File: config.mk
export PLATFORM = sky130hd
export DESIGN_NAME = seg7_frame_capture
export DESIGN_NICKNAME = d
export VERILOG_FILES = /design/src/rtl/seg7_frame_capture.sv
export SDC_FILE = /design/constraint.sdc
export NUM_CORES = 1
export LEC_CHECK = 0
export ABC_CLOCK_PERIOD_IN_PS = 3800
export BUFFER_PORTS_ARGS = -buffer_cell sky130_fd_sc_hd__clkbuf_2
export CORE_UTILIZATION = 58
export DETAILED_ROUTE_END_ITERATION = 7
export PLACE_DENSITY = 0.85
export SLEW_MARGIN = 20
export SYNTH_ARGS = -nofsm -noshare
export SYNTH_HDL_FRONTEND = slang
export SYNTH_SLANG_ARGS = --single-unit
File: constraint.sdc
create_clock -name clk -period 3.8 [get_ports clk]
set_input_delay 0.95 -clock clk [delete_from_list [all_inputs] [get_ports clk]]
set_output_delay 0.95 -clock clk [all_outputs]
set_load 0.05 [all_outputs]
File: src/rtl/seg7_frame_capture.sv
// Monitors a multiplexed active-low 7-segment bus and recovers the displayed hex nibbles,
// qualifying each digit by dwell stability and emitting one packed frame per full scan.
module seg7_frame_capture #(
    parameter int unsigned DIGITS        = 4,
    parameter int unsigned STABLE_CYCLES = 4
) (
    input  logic                  clk,
    input  logic                  rst,
    input  logic [6:0]            seg_n,
    input  logic [DIGITS-1:0]     an_n,
    output logic [4*DIGITS-1:0]   frame_value,
    output logic [DIGITS-1:0]     frame_err,
    output logic                  frame_valid,
    output logic                  capture_pulse
);

    localparam int unsigned IDX_W = (DIGITS > 1) ? $clog2(DIGITS) : 1;
    localparam int unsigned CNT_W = $clog2(STABLE_CYCLES + 1);
    localparam int unsigned VAL_W = 4 * DIGITS;

    localparam logic [1:0] BLANK = 2'd0;
    localparam logic [1:0] DWELL = 2'd1;
    localparam logic [1:0] HELD  = 2'd2;

    logic [6:0]        seg_meta, s_seg, prev_seg;
    logic [DIGITS-1:0] an_meta, s_an, prev_an, low;
    logic [1:0]        state, state_next;
    logic [CNT_W-1:0]  cnt, cnt_next;
    logic              active, same, capture, err;
    logic [IDX_W-1:0]  idx;
    logic [3:0]        nib;
    logic [VAL_W-1:0]  stage_value;
    logic [DIGITS-1:0] stage_err, mask, mask_next;

    // Inverse of the segment encoder; {err, nibble}
    function automatic logic [4:0] decode(input logic [6:0] p);
        case (p)
            7'h01:   decode = 5'h00;
            7'h4F:   decode = 5'h01;
            7'h12:   decode = 5'h02;
            7'h06:   decode = 5'h03;
            7'h4C:   decode = 5'h04;
            7'h24:   decode = 5'h05;
            7'h20:   decode = 5'h06;
            7'h0F:   decode = 5'h07;
            7'h00:   decode = 5'h08;
            7'h0C:   decode = 5'h09;
            7'h08:   decode = 5'h0A;
            7'h60:   decode = 5'h0B;
            7'h31:   decode = 5'h0C;
            7'h42:   decode = 5'h0D;
            7'h30:   decode = 5'h0E;
            7'h38:   decode = 5'h0F;
            default: decode = 5'h10;
        endcase
    endfunction

    assign {err, nib} = decode(s_seg);

    // A sample is active only when exactly one strobe is low
    always_comb begin
        low    = ~s_an;
        active = (low != '0) && ((low & (low - DIGITS'(1))) == '0);
        same   = (s_an == prev_an) && (s_seg == prev_seg);
        idx    = '0;
        for (int i = 0; i < DIGITS; i++) begin
            if (low[i]) idx = IDX_W'(i);
        end
    end

    always_ff @(posedge clk or posedge rst) begin
        if (rst) begin
            state <= BLANK;
            cnt   <= '0;
        end else begin
            state <= state_next;
            cnt   <= cnt_next;
        end
    end

    always_comb begin
        state_next = state;
        cnt_next   = cnt;
        capture    = 1'b0;
        if (!active) begin
            state_next = BLANK;
        end else if (state == BLANK || !same) begin
            if (STABLE_CYCLES == 1) begin
                capture    = 1'b1;
                state_next = HELD;
            end else begin
                cnt_next   = CNT_W'(1);
                state_next = DWELL;
            end
        end else if (state == DWELL) begin
            if (cnt != CNT_W'(STABLE_CYCLES)) cnt_next = cnt + CNT_W'(1);
            if (cnt + CNT_W'(1) == CNT_W'(STABLE_CYCLES)) begin
                capture    = 1'b1;
                state_next = HELD;
            end
        end else if (state != HELD) begin
            state_next = BLANK;
        end
    end

    // Completion clears the mask, but a capture on that same edge opens the next frame
    always_comb begin
        mask_next = (&mask) ? '0 : mask;
        for (int i = 0; i < DIGITS; i++) begin
            if (capture && idx == IDX_W'(i)) mask_next[i] = 1'b1;
        end
    end

    always_ff @(posedge clk or posedge rst) begin
        if (rst) begin
            seg_meta      <= '1;
            s_seg         <= '1;
            prev_seg      <= '1;
            an_meta       <= '1;
            s_an          <= '1;
            prev_an       <= '1;
            stage_value   <= '0;
            stage_err     <= '0;
            mask          <= '0;
            frame_value   <= '0;
            frame_err     <= '0;
            frame_valid   <= 1'b0;
            capture_pulse <= 1'b0;
        end else begin
            seg_meta      <= seg_n;
            s_seg         <= seg_meta;
            prev_seg      <= s_seg;
            an_meta       <= an_n;
            s_an          <= an_meta;
            prev_an       <= s_an;
            mask          <= mask_next;
            capture_pulse <= capture;
            frame_valid   <= &mask;
            if (&mask) begin
                frame_value <= stage_value;
                frame_err   <= stage_err;
            end
            for (int i = 0; i < DIGITS; i++) begin
                if (capture && idx == IDX_W'(i)) begin
                    stage_value[4*i +: 4] <= nib;
                    stage_err[i]          <= err;
                end
            end
        end
    end

endmodule

# Word-level counts from Yosys, hierarchy flattened
# Cells that the tools add are included.
totals:
  ff_bits: 84
  input_bits: 13
  output_inout_bits: 22
  elab_cells: 97
classes:
  addsub: 2
  n_eq_ne: 26
  n_mux: 21
  bitwise_logic: 2
  n_reduce_logical: 22
op_table:
  columns: ["op", "count"]
  rows:
  - ["$pmux 5 s16", 1]
  - ["$eq 7x6->1 const B", 5]
  - ["$eq 7x7->1 const B", 4]
  - ["$eq 7x4->1 const B", 3]
  - ["$mux 2", 7]
  - ["$reduce_bool 2->1", 6]
  - ["$mux 1", 9]
  - ["$mux 3", 3]
  - ["$eq 7x1->1 const B", 1]
  - ["$eq 7x3->1 const B", 1]
  - ["$eq 7x5->1 const B", 1]
  - ["$eq 7x7->1", 1]
  - ["$logic_not 7->1", 1]
  - ["$logic_and 1x1->1", 6]
  - ["$and 4x4->4", 1]
  - ["$eq 2x1->1 const B", 2]
  - ["$eq 2x2->1 const B", 2]
  - ["$eq 4x4->1", 1]
  - ["$logic_not 2->1", 2]
  - ["$logic_not 4->1", 1]
  - ["$mux 4", 1]
  - ["$ne 4x1->1 const B", 1]
  - ["$ne 4x3->1 const B", 1]
  - ["$not 4->4", 1]
  - ["11 further kinds", 11]

# Logic depth before layout (Yosys ltp)
logic_depth:
  word_depth: 8
  depth_mapped: 7
  mapped_depth_nobuf: 7

# Worst setup path before layout
# No wires, ideal clock.
synth_timing:
  path_type: "register -> register"
  startpoint: "register s_seg[4]"
  endpoint: "register stage_err[3]"
  setup_ps: 125
  t_arrival_ps: 2072
  required_ps: 3675
  setup_slack_ps: 1603
  stages_incl_launch_ff: 7
  path_buffers: 1
  synth_period_minus_slack_ps: 2197
  cell_sequence: "dfstp_2 -> clkbuf_1 -> xor2_1 -> nor4_4 -> nand3_4 -> nor4_4 -> mux2_4"
synth_via:
  elab_chain_len: 7
  word_cells_on_any_way: 24
  cone_classes: "eq/ne (16); mux (3); reduce/logical (5)"
synth_lines:
  columns: ["item", "line", "source"]
  rows:
  - ["start: declaration", "25", "logic [6:0] seg_meta, s_seg, prev_seg;"]
  - ["start signal: assignment", "131", "s_seg <= seg_meta;"]
  - ["$eq 7x7->1", "64", "same = (s_an == prev_an) && (s_seg == prev_seg);"]
  - ["$logic_and 1x1->1", "64", null]
  - ["$logic_not 1->1", "87", "end else if (state == BLANK || !same) begin"]
  - ["$logic_or 1x1->1", "87", null]
  - ["$mux 1", "87", null]
  - ["$mux 1", "85", "if (!active) begin"]
  - ["$logic_and 1x1->1", "144", "if (capture && idx == IDX_W'(i)) begin"]
  - ["end signal: indexed assignment", "146", "stage_err[i] <= err;"]
  - ["end: declaration", "33", "logic [DIGITS-1:0] stage_err, mask, mask_next;"]
# Several ways; a longest one is shown, not always the timed one.
# A chain may end at the register's enable or synchronous reset.

# Worst setup path after layout
layout_timing:
  startpoint: "register s_seg[3]"
  endpoint: "register stage_err[2]"
# Same word-level chain as after synthesis.

==> results summary <==
The analysis attributes to net switching a power of 0.000395 W. The post-route setup TNS is 0 ps. The share of power burned in registers came out at 56.1%. The clock network burns 38.6% of the power. The deepest level of the CTS H-tree came out at 3.

The global router's overall resource usage is 20.0%. The die boundary width came out at 80.7 um. The register-to-register path setup slack is 1300 ps. The minimum clock period came out at 2500 ps. The tree is rooted in a sky130_fd_sc_hd__clkbuf_8. A synthesized cell averages 12.3 sq um.

The post-synthesis cell type count is 51. The number of cells after detailed placement came out at 392. The floorplan has 28 rows. The area of combinational cells with multiple inputs came out at 1350 sq um. The post-detailed-routing wire length is 5890 um.

The clock insertion delay at the later pin of the skew report came out at 350 ps. Counting flops and latches in the post-synthesis netlist gives 84. The number of I/O port buffers came out at 34. The aggregate global routing overflow is 0.

The area of the die came out at 6510 sq um. The internal portion of the total power is 0.00131 W. The number of gates given a new drive strength after cts is 0. The path class of the lowest-slack min-delay path is reg -> reg. The total leakage power came out at 1.99 nW. The fraction of layout instances using a drive strength above 1 is 36.0%.

The library cell used most frequently in the layout, excluding fill and tap cells, is sky130_fd_sc_hd__nand2_1. The placed wire-length estimate is 3950 um. The global-route wire length before repair is 9740 um.

For this run, the number of standard cells in the final layout without fillers is 408. The worst setup path is of the reg -> reg kind. The power density over the cells is 424 nW/um^2. The actual slew at the worst max-slew pin is 852 ps. The number of iterations in the first detailed-routing pass came out at 4. In this run the standard cell core region covers 5960 sq um. The fraction of the cycle the final worst path needs came out at 65.7%. Yosys mapped a number of flops with a built-in enable equal to 0. Setup repair after global routing left no endpoint under its margin. The buffer count from post-CTS setup fixing is 0. The largest net degree at the start of global routing is 32. The initial utilization of the core area, before any placement, comes to 60.3%. Counting flops with an async set or reset pin after synthesis yields a share of 100%.

The final number of hold-violating endpoints came to 0. STA puts the critical path data arrival time at 2780 ps. The max-cap violation count came out at 0. The routability congestion estimate came out at 0.762.

The number of clock buffers inserted by TritonCTS is 9. Across the VDD grid, the largest voltage drop is 0.000333 V. The vertical extent of the die came out at 80.7 um. The total number of vias came out at 2196. The TritonCTS sink count is 84. The startpoint type of the worst setup path is a register. TritonCTS built the clock tree.

The initial antenna violation count is 0. For the final database, setup skew stands at 16.4 ps. The antenna cell count is 0.

Setup violations remaining at the end of the flow were counted as 0. The initial detailed-routing violation count is 128. The logic gate share of total power is 5.3%. In this run the tightest slew margin relative to its limit is 43.0%. The clock tree buffer depth is 2.

The synthesized instance count is 293. In this run the cell area of the synthesized design comes to 3590 sq um. The top-level port count is 35. At the worst endpoint, the required time is 4080 ps. The final-report max-slew violation count came to 0. The via count of the first global-routing pass is 2151. The count of synthesis-stage warnings from yosys came out at 0. The worst setup path is captured at a register. Among all flip-flop cells after synthesis, the most frequent one is sky130_fd_sc_hd__dfrtp_1. The number of hold buffers added after cts came out at 0. Summing all flip-flop and latch instances after layout gives 2140 sq um. The library cells used most frequently in the layout, excluding fill and tap cells, are sky130_fd_sc_hd__nand2_1, sky130_fd_sc_hd__dfrtp_1, sky130_fd_sc_hd__clkbuf_2. For this run, the top clock speed supported by timing is 401 MHz.

The run finished with clean final reports. The remaining antenna violation count after routing is 0. The clock-pin slew on the worst setup and hold paths came out at 80 ps. The post-synthesis net count came out at 309. The average via count per standard cell came out at 5.38.

After filler insertion, the fill cell instance count of the layout stands at 451. The net count of the finished layout came out at 344. The post-detailed-route DRC marker count is 0. In this run the worst path has a maximum fanout of 15. The area added between synthesis and finish came out at 11.8%. The wire length per cell after detailed routing came out at 14.4 um. Net switching is 23.2% of the power. The sequential share of the synthesized area is 59.6%.
-- registers in the layout, indices dropped and copies added, names as in the netlist --
name	count
an_meta	4
s_seg	7
seg_meta	7
frame_valid	1
prev_an	4
frame_err	4
s_an	4
cnt	3
stage_err	4
prev_seg	7
capture_pulse	1
mask	4
state	2
stage_value	16
frame_value	16
-- routing by layer --
metal	track usage, %	part of all wire, %
met1	25.5	45
met4	9.29	1.4
met3	5.00	3.6
met2	32.1	50
met5	0	0
-- cell families (layout without fill, tap and decap cells) --
group	after synthesis	in the layout	share of synthesized area (%)
AOI/OAI and AO/OA	27	27	5.50
xor gates and xnor gates	15	15	4.07
adders and majority gates	3	3	1.04
buffers and inverters	20	60	2.79
DFF	84	84	59.6
muxes	21	21	7.07
and+or+nand+nor	123	123	19.9
-- stage by stage --
| step | area, sq um | hold slack [ps] | total power (W) | util (%) | setup slack (ps) |
|---|---|---|---|---|---|
| 6_report | 4020 | 357 | 0.00170 | 67.5 | 1300 |
| 5_1_grt | 4020 | 359 | 0.00176 | 67.5 | 1110 |
| 4_1_cts | 4020 | 358 | 0.00172 | 67.5 | 1320 |
| 3_5_place_dp | 3810 | 347 | 0.00106 | 63.9 | 1360 |
| 3_3_place_gp | 3810 | 346 | 0.00106 | 63.9 | 1380 |
| 2_1_floorplan | 3590 | 345 | 0.00104 | - | 739 |
-- Yosys cell counts, types with 3 or more instances --
master | number | area [sq um]
sky130_fd_sc_hd__dfstp_2 | 33 | 867
sky130_fd_sc_hd__dfrtp_1 | 51 | 1280
sky130_fd_sc_hd__nor2b_1 | 5 | 31.3
sky130_fd_sc_hd__nor4_4 | 7 | 149
sky130_fd_sc_hd__nor3b_1 | 3 | 22.5
sky130_fd_sc_hd__ha_1 | 3 | 37.5
sky130_fd_sc_hd__o21ai_0 | 4 | 20.0
sky130_fd_sc_hd__nand3_1 | 5 | 25.0
sky130_fd_sc_hd__xor2_1 | 11 | 96.3
sky130_fd_sc_hd__nor3_1 | 4 | 20.0
sky130_fd_sc_hd__o211ai_1 | 3 | 22.5
sky130_fd_sc_hd__nand2_1 | 69 | 259
sky130_fd_sc_hd__buf_6 | 3 | 33.8
sky130_fd_sc_hd__clkbuf_1 | 8 | 30.0
sky130_fd_sc_hd__inv_1 | 7 | 26.3
sky130_fd_sc_hd__mux2_2 | 15 | 169
sky130_fd_sc_hd__nor2_1 | 7 | 26.3
sky130_fd_sc_hd__mux2_4 | 5 | 75.1
sky130_fd_sc_hd__a21oi_1 | 3 | 15.0
sky130_fd_sc_hd__a21o_1 | 4 | 30.0
sky130_fd_sc_hd__nand2b_1 | 4 | 25.0
-- power by group through the flow --
stage               registers, W  logic (W)  clock network, W
floorplan               0.000956  0.0000834                 0
global placement        0.000970  0.0000886                 0
detailed placement      0.000972  0.0000910                 0
CTS                     0.000956  0.0000913          0.000677
global route            0.000960   0.000101          0.000701
finish                  0.000956  0.0000899          0.000658
-- layout make-up --
type                    instances  area share, %
repair buffers                 37           4.79
well taps                      75           2.33
multi-input cells             189           33.6
inverters                       7          0.685
clock inverters                 5           1.46
clock buffers                  11           3.80
flip-flops and latches         84           53.3
-- critical path, stage by stage (launching register included) --
cell and delay [ps]:
sky130_fd_sc_hd__dfstp_2 690, sky130_fd_sc_hd__nor4bb_1 110, sky130_fd_sc_hd__o311ai_1 290, sky130_fd_sc_hd__o211ai_1 300
sky130_fd_sc_hd__a2111oi_1 760, sky130_fd_sc_hd__mux2_2 290
-- worst paths after layout --
path | start | depth (start not counted) | end
setup / recovery | s_seg[3] | 5 | stage_err[2]
hold / removal | seg_meta[6] | 0 | s_seg[6]
setup reg to reg | s_seg[3] | 5 | stage_err[2]
hold reg to reg | seg_meta[6] | 0 | s_seg[6]
max in group asynchronous | rst | 3 | seg_meta[3]
min in group asynchronous | rst | 2 | frame_value[1]
(Power assumes the default switching activity.)
